==> config.mk <==
export PLATFORM = sky130hd
export DESIGN_NAME = mem_arbiter
export DESIGN_NICKNAME = d
export VERILOG_FILES = /design/src/rtl/mem_pkg.sv /design/src/rtl/mem_rr_arb.sv /design/src/rtl/mem_arbiter.sv
export SDC_FILE = /design/constraint.sdc
export NUM_CORES = 1
export LEC_CHECK = 0
export ABC_AREA = 1
export BUFFER_PORTS_ARGS = -buffer_cell sky130_fd_sc_hd__buf_4
export CAP_MARGIN = 40
export CORE_MARGIN = 2
export CORE_UTILIZATION = 30
export DETAILED_ROUTE_END_ITERATION = 8
export PLACE_DENSITY = 0.5
export SYNTH_ARGS = -nofsm -noshare
export SYNTH_HDL_FRONTEND = slang
export SYNTH_HIERARCHICAL = 1
export SYNTH_SLANG_ARGS = --single-unit
==> constraint.sdc <==
create_clock -name clk -period 2 [get_ports clk]
set_input_delay 0.4 -clock clk [delete_from_list [all_inputs] [get_ports clk]]
set_output_delay 0.4 -clock clk [all_outputs]
set_load 0.05 [all_outputs]
==> src/rtl/mem_pkg.sv <==
// Shared encodings for the LC-3b memory port arbiter: FSM states, owner IDs
// and byte-enable patterns.
package mem_pkg;

    typedef enum logic [1:0] {
        IDLE   = 2'd0,
        ACCESS = 2'd1,
        RESP   = 2'd2
    } state_t;

    localparam logic OWN_CPU = 1'b0;
    localparam logic OWN_DMA = 1'b1;

    localparam logic [1:0] BE_WORD = 2'b11;
    localparam logic [1:0] BE_HI   = 2'b10;
    localparam logic [1:0] BE_LO   = 2'b01;

    // Odd byte addresses live in the high lane of the memory word.
    function automatic logic [1:0] byte_enables(input logic byte_acc, input logic addr_lsb);
        if (!byte_acc) begin
            return BE_WORD;
        end
        return addr_lsb ? BE_HI : BE_LO;
    endfunction

endpackage

==> src/rtl/mem_rr_arb.sv <==
// Two-way round-robin grant between the CPU and DMA requesters; remembers
// the last owner so that simultaneous requests alternate.
module mem_rr_arb
    import mem_pkg::*;
(
    input  logic clk,
    input  logic reset,
    input  logic req_cpu,
    input  logic req_dma,
    input  logic enable,
    output logic grant_valid,
    output logic grant_owner
);

    logic last_grant;

    always_comb begin
        grant_valid = req_cpu || req_dma;
        grant_owner = OWN_CPU;
        if (req_cpu && req_dma) begin
            grant_owner = (last_grant == OWN_CPU) ? OWN_DMA : OWN_CPU;
        end else if (req_dma) begin
            grant_owner = OWN_DMA;
        end
    end

    // Starting from DMA hands the CPU the first tie after reset.
    always_ff @(posedge clk or negedge reset) begin
        if (!reset) begin
            last_grant <= OWN_DMA;
        end else if (enable && grant_valid) begin
            last_grant <= grant_owner;
        end
    end

endmodule

==> src/rtl/mem_arbiter.sv <==
// Sequences the shared LC-3b memory port between the CPU (MAR/MDR) and a DMA
// requester, inserting WAIT_CYCLES wait states and returning R / ack pulses.
module mem_arbiter
    import mem_pkg::*;
#(
    parameter int WAIT_CYCLES = 4,
    parameter int ADDR_W      = 16
) (
    input  logic              clk,
    input  logic              reset,
    input  logic              cpu_en,
    input  logic              cpu_we,
    input  logic              cpu_byte,
    input  logic [ADDR_W-1:0] cpu_addr,
    input  logic [15:0]       cpu_wdata,
    output logic [15:0]       cpu_rdata,
    output logic              cpu_r,
    output logic              cpu_unaligned,
    input  logic              dma_req,
    input  logic              dma_we,
    input  logic [ADDR_W-1:0] dma_addr,
    input  logic [15:0]       dma_wdata,
    output logic [15:0]       dma_rdata,
    output logic              dma_ack,
    output logic              mem_ce,
    output logic              mem_we,
    output logic [1:0]        mem_be,
    output logic [ADDR_W-2:0] mem_addr,
    output logic [15:0]       mem_wdata,
    input  logic [15:0]       mem_rdata
);

    localparam logic [3:0] WAIT_LOAD = 4'(WAIT_CYCLES);

    state_t            state;
    state_t            state_next;
    logic [3:0]        count;
    logic              owner;
    logic              we_r;
    logic              unaligned_r;
    logic [1:0]        be_r;
    logic [ADDR_W-2:0] addr_r;
    logic [15:0]       wdata_r;

    logic              arb_enable;
    logic              grant_valid;
    logic              grant_owner;
    logic [ADDR_W-1:0] sel_addr;
    logic [15:0]       sel_wdata;
    logic              sel_we;
    logic              sel_byte;

    assign arb_enable = (state == IDLE);

    mem_rr_arb u_rr_arb (
        .clk         (clk),
        .reset       (reset),
        .req_cpu     (cpu_en),
        .req_dma     (dma_req),
        .enable      (arb_enable),
        .grant_valid (grant_valid),
        .grant_owner (grant_owner)
    );

    // DMA accesses are always word-wide, so only the CPU can select a byte.
    assign sel_addr  = (grant_owner == OWN_DMA) ? dma_addr  : cpu_addr;
    assign sel_wdata = (grant_owner == OWN_DMA) ? dma_wdata : cpu_wdata;
    assign sel_we    = (grant_owner == OWN_DMA) ? dma_we    : cpu_we;
    assign sel_byte  = (grant_owner == OWN_CPU) && cpu_byte;

    always_ff @(posedge clk or negedge reset) begin
        if (!reset) begin
            state <= IDLE;
        end else begin
            state <= state_next;
        end
    end

    always_comb begin
        state_next    = state;
        mem_ce        = 1'b0;
        mem_we        = 1'b0;
        mem_be        = 2'b00;
        mem_addr      = '0;
        mem_wdata     = 16'h0000;
        cpu_r         = 1'b0;
        cpu_unaligned = 1'b0;
        dma_ack       = 1'b0;
        case (state)
            IDLE: begin
                if (grant_valid) begin
                    state_next = ACCESS;
                end
            end
            ACCESS: begin
                mem_ce    = 1'b1;
                mem_we    = we_r;
                mem_be    = be_r;
                mem_addr  = addr_r;
                mem_wdata = wdata_r;
                if (count == 4'd1) begin
                    state_next = RESP;
                end
            end
            RESP: begin
                cpu_r         = (owner == OWN_CPU);
                cpu_unaligned = (owner == OWN_CPU) && unaligned_r;
                dma_ack       = (owner == OWN_DMA);
                state_next    = IDLE;
            end
            default: begin
                state_next = IDLE;
            end
        endcase
    end

    // Byte writes replicate the low data byte on both lanes; the byte enable
    // picks which lane the memory actually stores.
    always_ff @(posedge clk or negedge reset) begin
        if (!reset) begin
            count       <= 4'd0;
            owner       <= OWN_CPU;
            we_r        <= 1'b0;
            unaligned_r <= 1'b0;
            be_r        <= 2'b00;
            addr_r      <= '0;
            wdata_r     <= 16'h0000;
            cpu_rdata   <= 16'h0000;
            dma_rdata   <= 16'h0000;
        end else begin
            if (state == IDLE && grant_valid) begin
                count       <= WAIT_LOAD;
                owner       <= grant_owner;
                we_r        <= sel_we;
                be_r        <= byte_enables(sel_byte, sel_addr[0]);
                addr_r      <= sel_addr[ADDR_W-1:1];
                wdata_r     <= sel_byte ? {sel_wdata[7:0], sel_wdata[7:0]} : sel_wdata;
                unaligned_r <= (grant_owner == OWN_CPU) && !cpu_byte && sel_addr[0];
            end else if (state == ACCESS) begin
                count <= count - 4'd1;
                if (count == 4'd1 && !we_r) begin
                    if (owner == OWN_DMA) begin
                        dma_rdata <= mem_rdata;
                    end else begin
                        cpu_rdata <= mem_rdata;
                    end
                end
            end
        end
    end

endmodule
==> key figures <==
Run status
  • Status: finished clean

Worst setup path
  • Flop2flop setup slack: 0.34 ns
  • Reg-to-reg endpoint: wdata_r[6]
  • Crit. End Element: output port
  • Worst path required time: 1.60 ns
  • Setup crit start kind: flip-flop
  • Arr. time, crit path: 1.52 ns
  • Reg-to-Reg Start: u_rr_arb/last_grant
  • Critical path class: flip-flop to output port
  • Crit Path Max Fanout: 12
  • FF-to-FF path depth: 9

Power and ir drop
  • PwrDens: 1930 nW/um2
  • Peak supply drop: between 0.0006 and 0.0007 V
  • Leak: 2.95 nW

Detailed routing
  • Iteration-0 DRC Markers: between 150 and 200
  • WL/cell: 12.8 um
  • DRC viols: 0
  • Final wirelength: about 11000 um
  • DR vias: 3654
  • Pre-antenna DRT Iters: 4
  • Antenna viol nets, final: 0
  • Via density: approximately 4.3

Synthesis
  • Mapped Nets: 604
  • Number of synthesized register bits: 75
  • Seq/Total Area, Yosys: 50.3%
  • Cell Area, Synth: 3730 um2
  • Syn Area/Cell: roughly 7.2 um2
  • Cell count after synthesis: 515
  • Synth warn: 6
  • Post-synth top area share: 49.6%
  • Synth area leaders: dfrtp_1, nand2_1, nor2_1, inv_1, o21ai_0
  • Leading area contributor after synthesis: dfrtp_1
  • Netlist cell types: 27

Clock tree
  • Root buf cell: clkbuf_16
  • Bufs on Longest Clock Path: 2
  • H-tree Lvls: 3
  • Clock-pin slew on the worst setup and hold paths: 0.06 ns
  • Number of buffers created by CTS: 9
  • Clock Sinks: 75
  • CTS tree: done
  • Clk_lat worst skew: 0.33 ns

Cells and area
  • Final std cells w/o fill: 843
  • Layout cells sized above 1: 31.0%
  • N_diodes: 0
  • Layout area overhead: 47.6%
  • Layout fillers: roughly 1300
  • Nets: 760

GRT
  • Initial antenna violation count: 0
  • Congestion Overflow GR: 0
  • First-pass GRT wire length: 17300 um
  • Vias in the first global route: roughly 3500
  • Largest net degree at the start of global routing: 65
  • All-Layer GR Usage: 16.6%

STA
  • Slew headroom: 63.7%
  • Final hold violation count: 0
  • Peak Freq: 520 MHz
  • RSZ-0062 raised after global routing: false
  • Final setup violation count: 0
  • Crit share post-route: a little over nine tenths
  • Final min period: 1.92 ns
  • Slew Viols, Final: 0
  • Least-Margin Pin Slew: 0.545 ns
  • Clock Skews: 0.00732 ns
  • Final worst slack: 0.0777 ns

Placement
  • GP Congestion: 0.817
  • Setup WS pre-CTS: 0.248 ns
  • IO Port Bufs: 155
  • Detailed placement HPWL: 8110 um
  • Cell count after placement: 828

Floorplanning
  • CORE AREA: 12100 um2
  • DIE AREA: 13400 um2
  • # IOs: approximately 160
  • Die width: 116 um
  • Starting Density: 31.0%
  • Rows: 40
  • Die Y: 116 um

Worst hold path
  • Tightest Hold Check Type: primary input to async pin

Flow run
  • Max-cap violation count: 0
## power breakdown
part	internal, W	switching, W	leakage (nW)
clock network	0.00137	0.000618	0.179
registers	0.00225	0.000368	0.874
logic	0.00176	0.00425	1.90
## area by class of cell
cell class / count / area (um2) / area share (%)
tap: 168 / 210 / 3.82
clock buffer: 10 / 239 / 4.34
inverter: 47 / 179 / 3.25
sequential: 75 / 1880 / 34.1
timing repair buffer: 166 / 1290 / 23.4
multi-input combinational: 372 / 1590 / 28.8
clock inverter: 5 / 125 / 2.27
## cells by family (layout without fill, tap and decap cells)
kind of cell / Yosys count / in the layout / synth area share, %
AOI/OAI and AO/OA: 33 / 33 / 4.46
adders and majority gates: 2 / 2 / 0.670
buffers and inverters: 68 / 228 / 8.04
DFF: 75 / 75 / 50.3
and+or+nand+nor: 337 / 337 / 36.5
## worst max-delay path: stages (launching register included)
cell     delay (ns)
dfrtp_2        0.46
nor2_8         0.14
inv_4          0.08
buf_4          0.19
nor2_1         0.10
buf_4          0.21
## cells in the final DEF, fill, tap and decap left out
cell / instances
and2_1: 1
buf_12: 3
buf_4: 161
buf_6: 2
bufinv_16: 4
clkbuf_16: 9
clkbuf_8: 1
clkinv_1: 1
clkinv_2: 1
dfrtp_1: 73
dfrtp_2: 1
dfstp_2: 1
ha_1: 2
inv_1: 42
inv_2: 3
inv_4: 1
nand2_1: 242
nand2_4: 2
nand3_1: 12
nand3_2: 2
nand4_1: 1
nor2_1: 57
nor2_2: 13
nor2_4: 3
nor2_8: 1
nor3_1: 1
nor3_2: 1
o21ai_0: 30
o21ai_1: 2
o22ai_1: 1
or2_1: 1
## registers in the layout, indices dropped and copies added, names as in the netlist
register             count
unaligned_r              1
dma_rdata               16
wdata_r                 16
addr_r                  15
owner                    1
be_r                     2
state                    2
u_rr_arb/last_grant      1
cpu_rdata               16
count                    4
we_r                     1
## metrics by stage
stage / TNS [ns] / cell area, um2 / hold slack (ns) / power (W) / util (%)
after global placement: 0 / 5130 / 0.427 / 0.00864 / 42.6
final: 0 / 5510 / 0.0542 / 0.0106 / 45.7
after CTS: 0 / 5500 / 0.0681 / 0.0107 / 45.6
after floorplan: -4.63 / 3760 / 0.104 / 0.00678 / -
after detailed placement: 0 / 5130 / 0.426 / 0.00869 / 42.6
after global routing: 0 / 5510 / 0.0937 / 0.0113 / 45.7
## synth_stat cells, drive strengths merged
master,count
and2,1
buf,18
clkbuf,3
clkinv,1
dfrtp,74
dfstp,1
ha,2
inv,46
nand2,244
nand3,14
nand4,1
nor2,74
nor3,2
o21ai,32
o22ai,1
or2,1
## routing by layer
layer	vias to the layer above	share of wire [%]	global-route usage [%]
li1	1857	-	-
met1	1659	47	22.0
met2	130	44	26.1
met3	8	7.7	4.39
met4	0	1.5	6.18
met5	-	0	0
## timing repair
item / 4_1_cts / 5_1_grt
endpoints found under the setup margin: 20 / 2
buffers inserted: 0 / 0
hold buffers: 0 / 0
gates resized for setup: 2 / 2
## how the worst max path moves through the flow
| stage | from | endpoint | slack [ns] | depth (start not counted) |
|---|---|---|---|---|
| 2_1_floorplan | state[1] | mem_addr[0] | -0.22 | 5 |
| 3_3_place_gp | cpu_en | wdata_r[2] | 0.28 | 10 |
| 3_5_place_dp | cpu_en | wdata_r[6] | 0.25 | 10 |
| 4_1_cts | state[1] | mem_wdata[1] | 0.05 | 5 |
| 5_1_grt | state[1] | mem_wdata[14] | 0.01 | 5 |
| 6_report | state[1] | mem_addr[0] | 0.08 | 5 |
(Power assumes the default switching activity.)
